===== src/rtl/uart_rx.sv =====
// Oversampling UART receiver: start, DATA_BITS LSB-first, optional even parity, stop.
// Each bit is resolved by a 3-sample majority vote around mid-bit.
module uart_rx #(
    parameter int DATA_BITS  = 8,
    parameter int BAUD_RATE  = 115200,
    parameter int CLK_FREQ   = 100000000,
    parameter int OVS_FACTOR = 16
) (
    input  logic                 clk,
    input  logic                 resetn,
    input  logic                 rx,
    input  logic                 parity_enable,
    output logic [DATA_BITS-1:0] rx_data,
    output logic                 data_ready,
    output logic                 parity_err,
    output logic                 frame_err,
    output logic                 rx_busy
);

    localparam int DIV = CLK_FREQ / (BAUD_RATE * OVS_FACTOR);
    localparam int DW  = (DIV > 1) ? $clog2(DIV) : 1;
    localparam int OW  = $clog2(OVS_FACTOR);
    localparam int BW  = $clog2(DATA_BITS + 1);

    localparam logic [DW-1:0] DIV_LAST = DW'(DIV - 1);
    localparam logic [OW-1:0] OVS_LAST = OW'(OVS_FACTOR - 1);
    localparam logic [OW-1:0] SMP_A    = OW'(OVS_FACTOR / 2 - 1);
    localparam logic [OW-1:0] SMP_B    = OW'(OVS_FACTOR / 2);
    localparam logic [OW-1:0] SMP_C    = OW'(OVS_FACTOR / 2 + 1);
    localparam logic [BW-1:0] NBITS    = BW'(DATA_BITS);

    if (DIV < 2) begin : g_div_check
        $error("uart_rx: CLK_FREQ/(BAUD_RATE*OVS_FACTOR) must be >= 2");
    end

    typedef enum logic [2:0] {
        IDLE,
        START,
        DATA,
        PARITY,
        STOP
    } state_t;

    state_t state, state_next;

    logic                 rx_m, rx_s;
    logic [DW-1:0]        div_cnt;
    logic [OW-1:0]        ovs_cnt;
    logic                 armed;
    logic                 pe_lat;
    logic                 smp0, smp1;
    logic [DATA_BITS-1:0] shreg;
    logic [BW-1:0]        bit_cnt;
    logic                 perr_q;

    logic tick, start_det, decide, bit_end, maj;

    assign tick      = (div_cnt == DIV_LAST);
    assign start_det = (state == IDLE) && armed && !rx_s;
    assign decide    = tick && (ovs_cnt == SMP_C);
    assign bit_end   = tick && (ovs_cnt == OVS_LAST);
    assign maj       = (smp0 & smp1) | (smp0 & rx_s) | (smp1 & rx_s);
    assign rx_busy   = (state != IDLE);

    // Line idles high, so the synchronizer comes out of reset at 1.
    always_ff @(posedge clk or negedge resetn) begin
        if (!resetn) begin
            rx_m <= 1'b1;
            rx_s <= 1'b1;
        end else begin
            rx_m <= rx;
            rx_s <= rx_m;
        end
    end

    always_ff @(posedge clk or negedge resetn) begin
        if (!resetn) begin
            div_cnt <= '0;
            ovs_cnt <= '0;
        end else if (start_det) begin
            div_cnt <= '0;
            ovs_cnt <= '0;
        end else if (tick) begin
            div_cnt <= '0;
            ovs_cnt <= (ovs_cnt == OVS_LAST) ? '0 : ovs_cnt + 1'b1;
        end else begin
            div_cnt <= div_cnt + 1'b1;
        end
    end

    always_ff @(posedge clk or negedge resetn) begin
        if (!resetn) begin
            state <= IDLE;
        end else begin
            state <= state_next;
        end
    end

    always_comb begin
        state_next = state;
        unique case (state)
            IDLE: begin
                if (start_det) begin
                    state_next = START;
                end
            end
            START: begin
                if (decide && maj) begin
                    state_next = IDLE;
                end else if (bit_end) begin
                    state_next = DATA;
                end
            end
            DATA: begin
                if (bit_end && bit_cnt == NBITS) begin
                    state_next = pe_lat ? PARITY : STOP;
                end
            end
            PARITY: begin
                if (bit_end) begin
                    state_next = STOP;
                end
            end
            STOP: begin
                // Leave mid stop bit so a back-to-back start edge is seen.
                if (decide) begin
                    state_next = IDLE;
                end
            end
            default: state_next = IDLE;
        endcase
    end

    always_ff @(posedge clk or negedge resetn) begin
        if (!resetn) begin
            armed      <= 1'b0;
            pe_lat     <= 1'b0;
            smp0       <= 1'b0;
            smp1       <= 1'b0;
            shreg      <= '0;
            bit_cnt    <= '0;
            perr_q     <= 1'b0;
            rx_data    <= '0;
            data_ready <= 1'b0;
            parity_err <= 1'b0;
            frame_err  <= 1'b0;
        end else begin
            data_ready <= 1'b0;
            // A low line must go high again before a new start is accepted.
            if (state != IDLE && state_next == IDLE) begin
                armed <= 1'b0;
            end else if (rx_s) begin
                armed <= 1'b1;
            end
            if (start_det) begin
                pe_lat  <= parity_enable;
                bit_cnt <= '0;
            end
            if (tick && ovs_cnt == SMP_A) begin
                smp0 <= rx_s;
            end
            if (tick && ovs_cnt == SMP_B) begin
                smp1 <= rx_s;
            end
            if (decide && state == DATA) begin
                shreg   <= {maj, shreg[DATA_BITS-1:1]};
                bit_cnt <= bit_cnt + 1'b1;
            end
            if (decide && state == PARITY) begin
                perr_q <= (^shreg) ^ maj;
            end
            if (decide && state == STOP) begin
                data_ready <= 1'b1;
                rx_data    <= shreg;
                parity_err <= pe_lat & perr_q;
                frame_err  <= ~maj;
            end
        end
    end

endmodule


===== config.mk =====
export PLATFORM = sky130hd
export DESIGN_NAME = uart_rx
export DESIGN_NICKNAME = d
export VERILOG_FILES = /design/src/rtl/uart_rx.sv
export SDC_FILE = /design/constraint.sdc
export NUM_CORES = 1
export LEC_CHECK = 0
export CAP_MARGIN = 10
export CORE_UTILIZATION = 45
export CTS_CLUSTER_SIZE = 12
export DETAILED_ROUTE_END_ITERATION = 8
export HOLD_SLACK_MARGIN = 0.15
export PLACE_DENSITY = 0.62
export SKIP_LAST_GASP = 1
export SYNTH_ARGS = -nofsm -noshare
export SYNTH_HDL_FRONTEND = slang
export SYNTH_SLANG_ARGS = --single-unit

===== constraint.sdc =====
create_clock -name clk -period 2.02 [get_ports clk]
set_input_delay 0.404 -clock clk [delete_from_list [all_inputs] [get_ports clk]]
set_output_delay 0.404 -clock clk [all_outputs]
set_load 0.005 [all_outputs]

Yosys cells after proc, flatten, opt, wreduce, memory -nomap -nowiden:

Index checks and enable logic that the tools add are counted.

* output and inout bits: 12
* register bits: 43

* bitwise gates (word level): 8
* equality and inequality tests: 10
* $add $sub $neg: 3
* reductions and logical operators: 20
* mux-type cells: 18

Operators by type and width (number)
* $mux 3: 7
* $mux 4: 5
* $eq 4x4->1 const B: 4
* $pmux 3 s5: 1
* $logic_and 1x1->1: 12
* $mux 6: 2
* $add 4x1->4 const B: 2
* $reduce_xor 8->1: 1
* $add 6x1->6 const B: 1
* $eq 3x2->1 const B: 2
* $eq 6x6->1 const B: 1
* $logic_not 3->1: 2
* $reduce_bool 2->1: 3
* $and 1x1->1: 4
* $eq 4x3->1 const B: 1
* $eq 3x1->1 const B: 1
* $eq 3x3->1 const B: 1
* $mux 1: 3
* $reduce_bool 3->1: 1
* $or 1x1->1: 2
* $logic_not 1->1: 1
* $not 1->1: 1
* $xor 1x1->1: 1

Longest topological paths before layout:

Gate-level depths: netlist of run 1.

* word-level depth: 9
* mapped depth: 8

Worst setup path before layout of run 1:

OpenSTA, ideal clock, no wires.

* kind: reg2reg
* start: register div_cnt[0]
* end: register frame_err
* path slack: 0.192 ns
* library setup time: 0.125 ns
* data arrival time: 1.703 ns
* buffers on the path: 2
* stages on the path, launching flop included: 8
* cells stage by stage: dfrtp_1 > ha_1 > and4b_1 > buf_4 > and3_1 > buf_4 > nand4_4 > mux2_2

* word-level cells in the longest chain between the ends: 3

Ends and longest elaborated chain
* start: declaration: line 47 `logic [DW-1:0] div_cnt;`
* start signal: assignment: line 87 `div_cnt <= div_cnt + 1'b1;`
* $eq 6x6->1: line 58 `assign tick = (div_cnt == DIV_LAST);`
* $logic_and 1x1->1: line 60 `assign decide = tick && (ovs_cnt == SMP_C);`
* $logic_and 1x1->1: line 172 `if (decide && state == STOP) begin`
* end signal: assignment: line 176 `frame_err <= ~maj;`
* end: declaration: line 16 `output logic frame_err,`

Every way passes these cells.
A chain may end at the register's enable or synchronous reset.

Worst setup path in the final report of run 1:

* start: register state[2]
* end: output rx_busy

* word-level cells in the longest chain between the ends: 1

Ends and longest elaborated chain
* start: declaration: line 44 `state_t state, state_next;`
* start signal: assignment: line 95 `state <= state_next;`
* $reduce_bool 3->1: line 63 `assign rx_busy = (state != IDLE);`
* end: declaration: line 17 `output logic rx_busy`

Every way passes these cells.

==> impl_metrics.env, run 1 <==
export IMPL_hold_viol=0
export IMPL_synthAdderAreaFrac_pct=4.71
export IMPL_nets=219
export IMPL_peakVddDrop_uv=404
export IMPL_die_height_um=69.9
export IMPL_cp_start_kind="flip-flop"
export IMPL_num_vias=1436
export IMPL_cp_required_ns=1.62
export IMPL_grt_max_degree=23
export IMPL_power_density_nw_per_um2=817
export IMPL_synth_top_cell_area_share_pct=49.5
export IMPL_root_buffer="clkbuf_8"
export IMPL_cpPeakStageDelay_ns=0.45
export IMPL_pin_count=16
export IMPL_wl_um=3890
export IMPL_placed_area_um2=2320
export IMPL_clk_latency_ns=0.30
export IMPL_crit_type="reg2out"
export IMPL_synthesis_nets=193
export IMPL_yosys_area_share_simple_pct=17.1
export IMPL_antenna_found_initial=0
export IMPL_fp_coreArea_um2=4380
export IMPL_worst_slew_pin_slew_ns=0.498
export IMPL_gp_congestion=0.908
export IMPL_netlist_area_um2=2070
export IMPL_routedWlPerCell_um=14.9
export IMPL_synth_top_family_by_area="simple AND/OR/NAND/NOR gates"
export IMPL_ys_warn_count=0
export IMPL_diodes=0
export IMPL_port_buffers=15
export IMPL_cp_slowest_cell="clkdlybuf4s50_1"
export IMPL_hp_class="reg2reg"
export IMPL_start_util_pct=47.3
export IMPL_p_leak_nw=1.14
export IMPL_synth_commonest_cells="dfrtp_1, mux2_2, nand3_1, nand2_1, nor2_1"
export IMPL_die_w_um=69.9
export IMPL_fin_skew_ns=0.0136
export IMPL_vias_per_cell=5.50
export IMPL_tns_ns=0
export IMPL_synth_most_common_cell="dfrtp_1"
export IMPL_drc=0
export IMPL_totalPowerFinal_mw=2.00
export IMPL_muxShareOfSynthArea_pct=11.3
export IMPL_syn_inst=182
export IMPL_grt_pass1_wl_um=6730
export IMPL_min_period_ns=1.97
export IMPL_die_area_um2=4880
export IMPL_setup_viol=0
export IMPL_gr_max_usage_layer="met2"
export IMPL_grt_pass1_vias=1450
export IMPL_synth_seq_area_share_pct=52.1
export IMPL_area_delta_synth_final_pct=18.4
export IMPL_cp_arrival_ns=1.57
export IMPL_async_flop_share_pct=100
export IMPL_grt_use_total_pct=17.7
export IMPL_ys_ff_latch=43
export IMPL_fin_area_um2=2450
export IMPL_fin_util_pct=55.9
export IMPL_syn_area_per_cell_um2=11.4
export IMPL_met1_usage_pct=22.5
export IMPL_cp_cell_sequence="or3_4, clkdlybuf4s50_1"
export IMPL_ys_top_cells_by_area="dfrtp_1, mux2_2, ha_1, nand3_1, xnor2_1"
export IMPL_synth_cell_type_count=40
export IMPL_end_kind="output pin"
export IMPL_cp_num_buf_inv=1
export IMPL_synth_compound_area_share_pct=5.50
export IMPL_synth_main_ff_cell="dfrtp_1"
export IMPL_use_met3_pct=4.33
export IMPL_drtIter0Drc=136
export IMPL_htree_levels=2
export IMPL_grt_use_met2_pct=29.4
export IMPL_cts_sinks=43
export IMPL_cts_tree="yes"
export IMPL_hpwlAfterDp_um=2710
export IMPL_final_max_slew_viol_count=0
export IMPL_yosysTopAreaCell="dfrtp_1"
export IMPL_clockBufferDepth=2
export IMPL_rows=24
export IMPL_worstPathMaxFanout=3
export IMPL_drive_gt1_share_pct=21.5
export IMPL_cap_violations=0
export IMPL_status="complete, no violations"
export IMPL_synth_edff_count=0
export IMPL_drt_pass1_iter_count=4
export IMPL_cts_buffers=5
export IMPL_overflow=0
export IMPL_final_antenna_net_count=0
export IMPL_cp_top_family="buffers and inverters"
export IMPL_clock_fmax_mhz=507
export IMPL_fin_crit_sh_pct=97.7
export IMPL_slew_headroom_pct=66.8
export IMPL_synth_xor_area_share_pct=6.16
export IMPL_clk_pin_slew_ns=0.09
routing by layer:
layer / vias up / part of all wire [%]
met4: 0 / 1.4
met3: 7 / 3.7
met1: 712 / 47
li1: 687 / -
met5: - / 0
met2: 30 / 48
cells in the final DEF, fill, tap and decap left out, types with 2 or more instances in the layout:
master / count
ha_1: 7
o21ai_0: 6
xor2_1: 4
a21o_1: 2
clkdlybuf4s50_1: 14
nand4_1: 4
nand2_1: 14
nand2b_1: 2
dfrtp_2: 2
clkbuf_8: 7
dfrtp_1: 39
inv_1: 9
nand3_1: 16
nor3b_1: 2
mux2_2: 19
nor2_1: 10
a21oi_1: 5
mux2i_1: 2
dfstp_2: 2
xnor2_1: 8
nor2b_1: 2
buf_4: 8
nor3_1: 2
area by class of cell:
cell class | count | area, um^2
fillers | 367 | 1930
flip-flops and latches | 43 | 1080
multi-input cells | 124 | 933
repair buffers | 25 | 235
clock buffers | 7 | 96.3
well taps | 52 | 65.1
inverters | 9 | 33.8
clock inverters | 1 | 7.51
path summary, 6_finish.rpt:
kind | from | end | slack [ns] | depth (start not counted)
worst max-delay path | state[2] | rx_busy | 0.05 | 2
worst min register to register | rx_m | rx_s | 0.36 | 0
max in group asynchronous | resetn | state[2] | 0.93 | 3
worst max register to register | ovs_cnt[1] | rx_data[2] | 0.19 | 5
min in group asynchronous | resetn | shreg[0] | 0.60 | 2
worst min-delay path | rx_m | rx_s | 0.36 | 0
metrics by stage:
step | cells | setup slack, ns | hold WS (ns)
2_1_floorplan | 182 | 0.192 | 0.108
3_3_place_gp | 250 | 0.237 | 0.348
3_5_place_dp | 250 | 0.196 | 0.354
4_1_cts | 261 | 0.0175 | 0.365
5_1_grt | 261 | -0.000691 | 0.370
6_report | 261 | 0.0465 | 0.364
state kept, by name (all words and copies together), names as in the netlist:
name and cells:
rx_data 8, shreg 8, div_cnt 6, bit_cnt 4, ovs_cnt 4, state 3, armed 1, data_ready 1
frame_err 1, parity_err 1, pe_lat 1, perr_q 1, rx_m 1, rx_s 1, smp0 1, smp1 1
what timing repair did:
item	4_1_cts	5_1_grt
hold endpoints to repair	19	0
endpoints found under the setup margin	1	1
setup buffers	2	0
hold buffers	1	0
gates resized for setup	2	1
power breakdown:
part	leakage (nW)	internal, mW	switching, mW
sequential	0.571	0.958	0.113
combinational	0.523	0.154	0.175
clock	0.0505	0.311	0.292
total	1.14	1.42	0.579
logic make-up (layout without fill, tap and decap cells):
logic type                 count (synthesis)  count (layout)
and+or+nand+nor                           64              64
DFF                                       43              43
muxes                                     21              21
AOI/OAI and AO/OA                         18              18
buffers and inverters                     15              42
xor gates and xnor gates                  13              13
adders and majority gates                  8               8
No activity file was read; power rests on OpenSTA's default activity.
==> inputs of run 2 (changes only) <==
Settings changed: SKIP_CTS_REPAIR_TIMING from default to 1.
==> run 2 against run 1 <==
Sequential share of layout area about the same. Worst setup slack better by 0.16 ns. Critical path depth up 3. Core utilization up 0.057 points. Sequential power about the same. Maximum frequency up 8.9%. Die area unchanged. Clock skew down 0.0015 ns.
==> impl_metrics.env, run 2 (synthesis results as in run 1) <==
export IMPL_status="complete, no violations"
export IMPL_cpPeakStageDelay_ns=0.41
export IMPL_cp_start_kind="flip-flop"
export IMPL_worstSetupStartpoint="ovs_cnt[1]"
export IMPL_r2r_end="rx_data[2]"
export IMPL_power_switching_uw=570
export IMPL_peakVddDrop_uv=402
export IMPL_worst_slew_pin_slew_ns=0.501
export IMPL_root_buffer="clkbuf_8"
export IMPL_grt_use_total_pct=17.4
export IMPL_fin_cells=261
export IMPL_final_max_slew_viol_count=0
export IMPL_worstPathMaxFanout=10
export IMPL_drtIter0Drc=100
export IMPL_die_height_um=69.9
export IMPL_port_buffers=15
export IMPL_die_area_um2=4880
export IMPL_final_antenna_net_count=0
export IMPL_crit_type="reg2reg"
export IMPL_grt_max_degree=23
export IMPL_hp_class="reg2reg"
export IMPL_clock_fmax_mhz=552
export IMPL_fin_skew_ns=0.0121
export IMPL_num_vias=1431
export IMPL_reg_top3="rx_data x8, shreg x8, div_cnt x6"
export IMPL_gr_max_usage_layer="met2"
export IMPL_dp_cells=250
export IMPL_cts_tree="yes"
export IMPL_die_w_um=69.9
export IMPL_gp_congestion=0.908
export IMPL_power_frac_seq_pct=54.3
export IMPL_p_leak_nw=1.15
export IMPL_internal_power_mw=1.42
export IMPL_rows=24
export IMPL_rsz0062_at_grt="false"
export IMPL_cp_endpoint="rx_data[2]"
export IMPL_power_density_nw_per_um2=809
export IMPL_vias_per_cell=5.48
export IMPL_drive_gt1_share_pct=21.5
export IMPL_use_met3_pct=4.91
export IMPL_start_util_pct=47.3
export IMPL_hold_viol=0
export IMPL_cp_required_ns=2.19
export IMPL_drt_pass1_iter_count=5
export IMPL_min_period_ns=1.81
export IMPL_clkPwrFrac_pct=30.1
export IMPL_clk_pin_slew_ns=0.08
export IMPL_combPwrFrac_pct=15.6
export IMPL_end_kind="flip-flop"
export IMPL_clockBufferDepth=2
export IMPL_routedWlPerCell_um=14.6
export IMPL_cap_violations=0
export IMPL_cts_sinks=43
export IMPL_grt_use_met2_pct=29.0
export IMPL_fp_coreArea_um2=4380
export IMPL_final_common_cell="dfrtp_1"
export IMPL_switching_share_pct=28.7
export IMPL_grt_pass1_vias=1447
export IMPL_cp_slowest_cell="dfrtp_1"
export IMPL_htree_levels=2
export IMPL_drc=0
export IMPL_mostFrequentLayoutCells="dfrtp_1, mux2_2, nand3_1, nand2_1, clkdlybuf4s50_1"
export IMPL_reg2reg_depth=5
export IMPL_grt_pass1_wl_um=6620
export IMPL_cp_cell_sequence="inv_1, ha_1, nor2b_1, nand4_4, mux2_2"
export IMPL_diodes=0
export IMPL_fin_crit_sh_pct=89.7
export IMPL_pin_count=16
export IMPL_clk_latency_ns=0.30
export IMPL_tns_ns=0
export IMPL_overflow=0
export IMPL_cts_buffers=5
export IMPL_wl_um=3820
export IMPL_hpwlAfterDp_um=2710
export IMPL_setup_viol=0
export IMPL_slew_headroom_pct=66.6
export IMPL_r2r_start="ovs_cnt[1]"
export IMPL_antenna_found_initial=0
export IMPL_nets=219
export IMPL_cp_arrival_ns=1.99
export IMPL_area_delta_synth_final_pct=18.5
export IMPL_met1_usage_pct=22.0
export IMPL_reg2reg_slack_ns=0.21
run 2: cell count changes in the layout (fill, tap and decap cells not counted):
| cell | delta |
|---|---|
| clkdlybuf4s50_1 | -1 |
| dlymetal6s2s_1 | +1 |
run 2: worst min-delay path by stage:
stage	startpoint	endpoint	depth (start not counted)
after floorplan	resetn	armed	0
after global placement	rx_m	rx_s	0
after detailed placement	rx_m	rx_s	0
after CTS	resetn	shreg[0]	1
after global routing	rx_m	rx_s	0
final	rx_m	rx_s	0
run 2: critical path: cells and delay by family, from the launching register on:
kind                     cells  cell delay, ns
adder cells (fa/ha/maj)      1            0.17
buffers and inverters        1            0.10
flip-flops                   1            0.41
AND/OR/NAND/NOR              2            0.66
multiplexers                 1            0.34
run 2: power groups by stage:
| stage | clock, mW | combinational, mW | sequential (mW) |
|---|---|---|---|
| after detailed placement | 0 | 0.309 | 1.09 |
| after global routing | 0.658 | 0.357 | 1.09 |
| final | 0.597 | 0.310 | 1.08 |
| after floorplan | 0 | 0.243 | 1.04 |
| after global placement | 0 | 0.293 | 1.08 |
| after CTS | 0.618 | 0.311 | 1.07 |
run 2: metal layers:
layer,vias to the layer above,share of wire (%)
met1,711,48
met3,5,3.6
met4,0,1.1
met5,-,0
li1,685,-
met2,30,47
run 2: area by class of cell:
cell class	count	area (um^2)
inverters	9	33.8
repair buffers	25	238
multi-input cells	124	933
clock buffers	7	96.3
clock inverters	1	7.51
flip-flops and latches	43	1080
well taps	52	65.1
fillers	368	1930
run 2: stage by stage:
| stage | utilization (%) | area, um^2 | hold slack [ns] | setup slack (ns) | total power [mW] |
|---|---|---|---|---|---|
| after floorplan | - | 2070 | 0.108 | 0.192 | 1.29 |
| after global placement | 52.8 | 2320 | 0.348 | 0.237 | 1.38 |
| after detailed placement | 52.8 | 2320 | 0.354 | 0.196 | 1.40 |
| after CTS | 55.2 | 2420 | 0.0769 | -0.0712 | 2.00 |
| after global routing | 56.0 | 2450 | 0.370 | 0.0872 | 2.11 |
| final | 56.0 | 2450 | 0.364 | 0.208 | 1.99 |
==> inputs of run 3 (changes only) <==
--- a/config.mk
+++ b/config.mk
@@ -7,3 +7,2 @@
 export LEC_CHECK = 0
-export CAP_MARGIN = 10
 export CORE_UTILIZATION = 45
@@ -13,2 +12,3 @@
 export PLACE_DENSITY = 0.62
+export RECOVER_POWER = 25
 export SKIP_CTS_REPAIR_TIMING = 1
==> constraint.sdc (replaced) <==
create_clock -name clk -period 2.02 [get_ports clk]
set_input_delay 0.303 -clock clk [delete_from_list [all_inputs] [get_ports clk]]
set_output_delay 0.303 -clock clk [all_outputs]
set_load 0.005 [all_outputs]
==> run 3 against run 2 <==
Power down 3.2%. Maximum frequency down 7.1%. Non-clock buffer count down 3. Sequential power about the same. Cell area down 2.6%. Combinational power about the same. Die area unchanged. Worst setup slack worse by 0.14 ns. Critical path type is now reg2out. Largest cell class unchanged. Largest power group unchanged.
==> impl_metrics.env, run 3 (synthesis results as in run 1) <==
export IMPL_status="complete, no violations"
export IMPL_cp_start_kind="flip-flop"
export IMPL_worst_hold_path_endpoint="rx_s"
export IMPL_internal_power_mw=1.34
export IMPL_die_w_um=69.9
export IMPL_final_common_cell="dfrtp_1"
export IMPL_clk_pin_slew_ns=0.08
export IMPL_die_height_um=69.9
export IMPL_cts_buffers=5
export IMPL_area_delta_synth_final_pct=15.4
export IMPL_wl_um=4000
export IMPL_peakVddDrop_uv=504
export IMPL_r2r_end="armed"
export IMPL_htree_levels=2
export IMPL_nets=216
export IMPL_drc=0
export IMPL_rsz0062_at_grt="false"
export IMPL_drive_gt1_share_pct=18.4
export IMPL_clk_latency_ns=0.30
export IMPL_hp_class="reg2reg"
export IMPL_cts_sinks=43
export IMPL_crit_type="reg2out"
export IMPL_power_switching_uw=582
export IMPL_slew_headroom_pct=27.5
export IMPL_clock_fmax_mhz=513
export IMPL_clkPwrFrac_pct=27.7
export IMPL_port_buffers=15
export IMPL_gp_congestion=0.859
export IMPL_diodes=0
export IMPL_drtIter0Drc=96
export IMPL_r2r_start="ovs_cnt[1]"
export IMPL_pin_count=16
export IMPL_grt_use_total_pct=18.4
export IMPL_die_area_um2=4880
export IMPL_combPwrFrac_pct=16.1
export IMPL_grt_max_degree=23
export IMPL_p_leak_nw=1.11
export IMPL_fin_util_pct=54.5
export IMPL_fin_crit_sh_pct=96.6
export IMPL_drt_pass1_iter_count=4
export IMPL_min_period_ns=1.95
export IMPL_power_frac_seq_pct=56.2
export IMPL_vias_per_cell=5.51
export IMPL_fin_skew_ns=0.00999
export IMPL_final_antenna_net_count=0
export IMPL_cap_violations=0
export IMPL_setup_viol=0
export IMPL_reg2reg_slack_ns=0.20
export IMPL_start_util_pct=47.3
export IMPL_final_max_slew_viol_count=0
export IMPL_end_kind="output pin"
export IMPL_mostFrequentLayoutCells="dfrtp_1, mux2_2, nand3_1, nand2_1, clkdlybuf4s50_1"
export IMPL_rows=24
export IMPL_fp_coreArea_um2=4380
export IMPL_fin_cells=258
export IMPL_hold_viol=0
export IMPL_grt_pass1_vias=1456
export IMPL_dp_cells=249
export IMPL_grt_pass1_wl_um=6820
export IMPL_tns_ns=0
export IMPL_worst_slew_pin_slew_ns=1.09
export IMPL_cts_tree="yes"
export IMPL_reg2reg_depth=6
export IMPL_overflow=0
export IMPL_worstPathMaxFanout=7
export IMPL_whs_path_depth=0
export IMPL_cp_arrival_ns=1.65
export IMPL_switching_share_pct=30.3
export IMPL_num_vias=1422
export IMPL_reg_top3="rx_data x8, shreg x8, div_cnt x6"
export IMPL_hpwlAfterDp_um=2870
export IMPL_min_from="rx_m"
export IMPL_clockBufferDepth=2
export IMPL_cp_required_ns=1.72
export IMPL_whs_ns=0.357
export IMPL_power_density_nw_per_um2=803
export IMPL_routedWlPerCell_um=15.5
export IMPL_root_buffer="clkbuf_8"
export IMPL_antenna_found_initial=0
[run 3: critical path, cell delays in order, from the launching register on]
cell and delay (ns):
dfrtp_2 0.47, or3_1 0.42, clkdlybuf4s50_1 0.46
[run 3: metrics by stage]
stage	total power [mW]	instance area, um^2	worst slack, ns
finish	1.92	2390	0.0696
global route	2.04	2390	0.00351
CTS	1.94	2390	0.0532
detailed placement	1.41	2310	0.194
global placement	1.38	2310	0.242
floorplan	1.29	2070	0.192
[run 3: area by class of cell]
type                    count  area, um^2
well taps                  52        65.1
multi-input cells         124         928
flip-flops and latches     43        1080
repair buffers             22         199
clock inverters             2        12.5
clock buffers               6        72.6
fillers                   383        1990
inverters                   9        33.8
[run 3: layer usage]
layer	global-route usage (%)	vias to the layer above	wire (um)
met5	0	-	0
met4	9.56	0	101
met3	5.48	11	152
met2	30.0	29	1950
met1	21.8	704	1800
li1	-	678	-
[run 3: power groups by stage]
stage | Clock [mW] | Sequential (mW) | Combinational, mW
after global placement | 0 | 1.08 | 0.293
after global routing | 0.589 | 1.10 | 0.354
after floorplan | 0 | 1.04 | 0.243
after detailed placement | 0 | 1.09 | 0.313
after CTS | 0.552 | 1.07 | 0.317
final | 0.532 | 1.08 | 0.310
[run 3: how the worst max path moves through the flow]
| stage | slack (ns) | start | cells after the start | endpoint |
|---|---|---|---|---|
| finish | 0.07 | state[0] | 2 | rx_busy |
| global placement | 0.24 | div_cnt[1] | 6 | rx_data[4] |
| floorplan | 0.19 | div_cnt[0] | 7 | frame_err |
| global route | 0.004 | state[0] | 2 | rx_busy |
| detailed placement | 0.19 | div_cnt[1] | 6 | frame_err |
| CTS | 0.05 | state[0] | 2 | rx_busy |
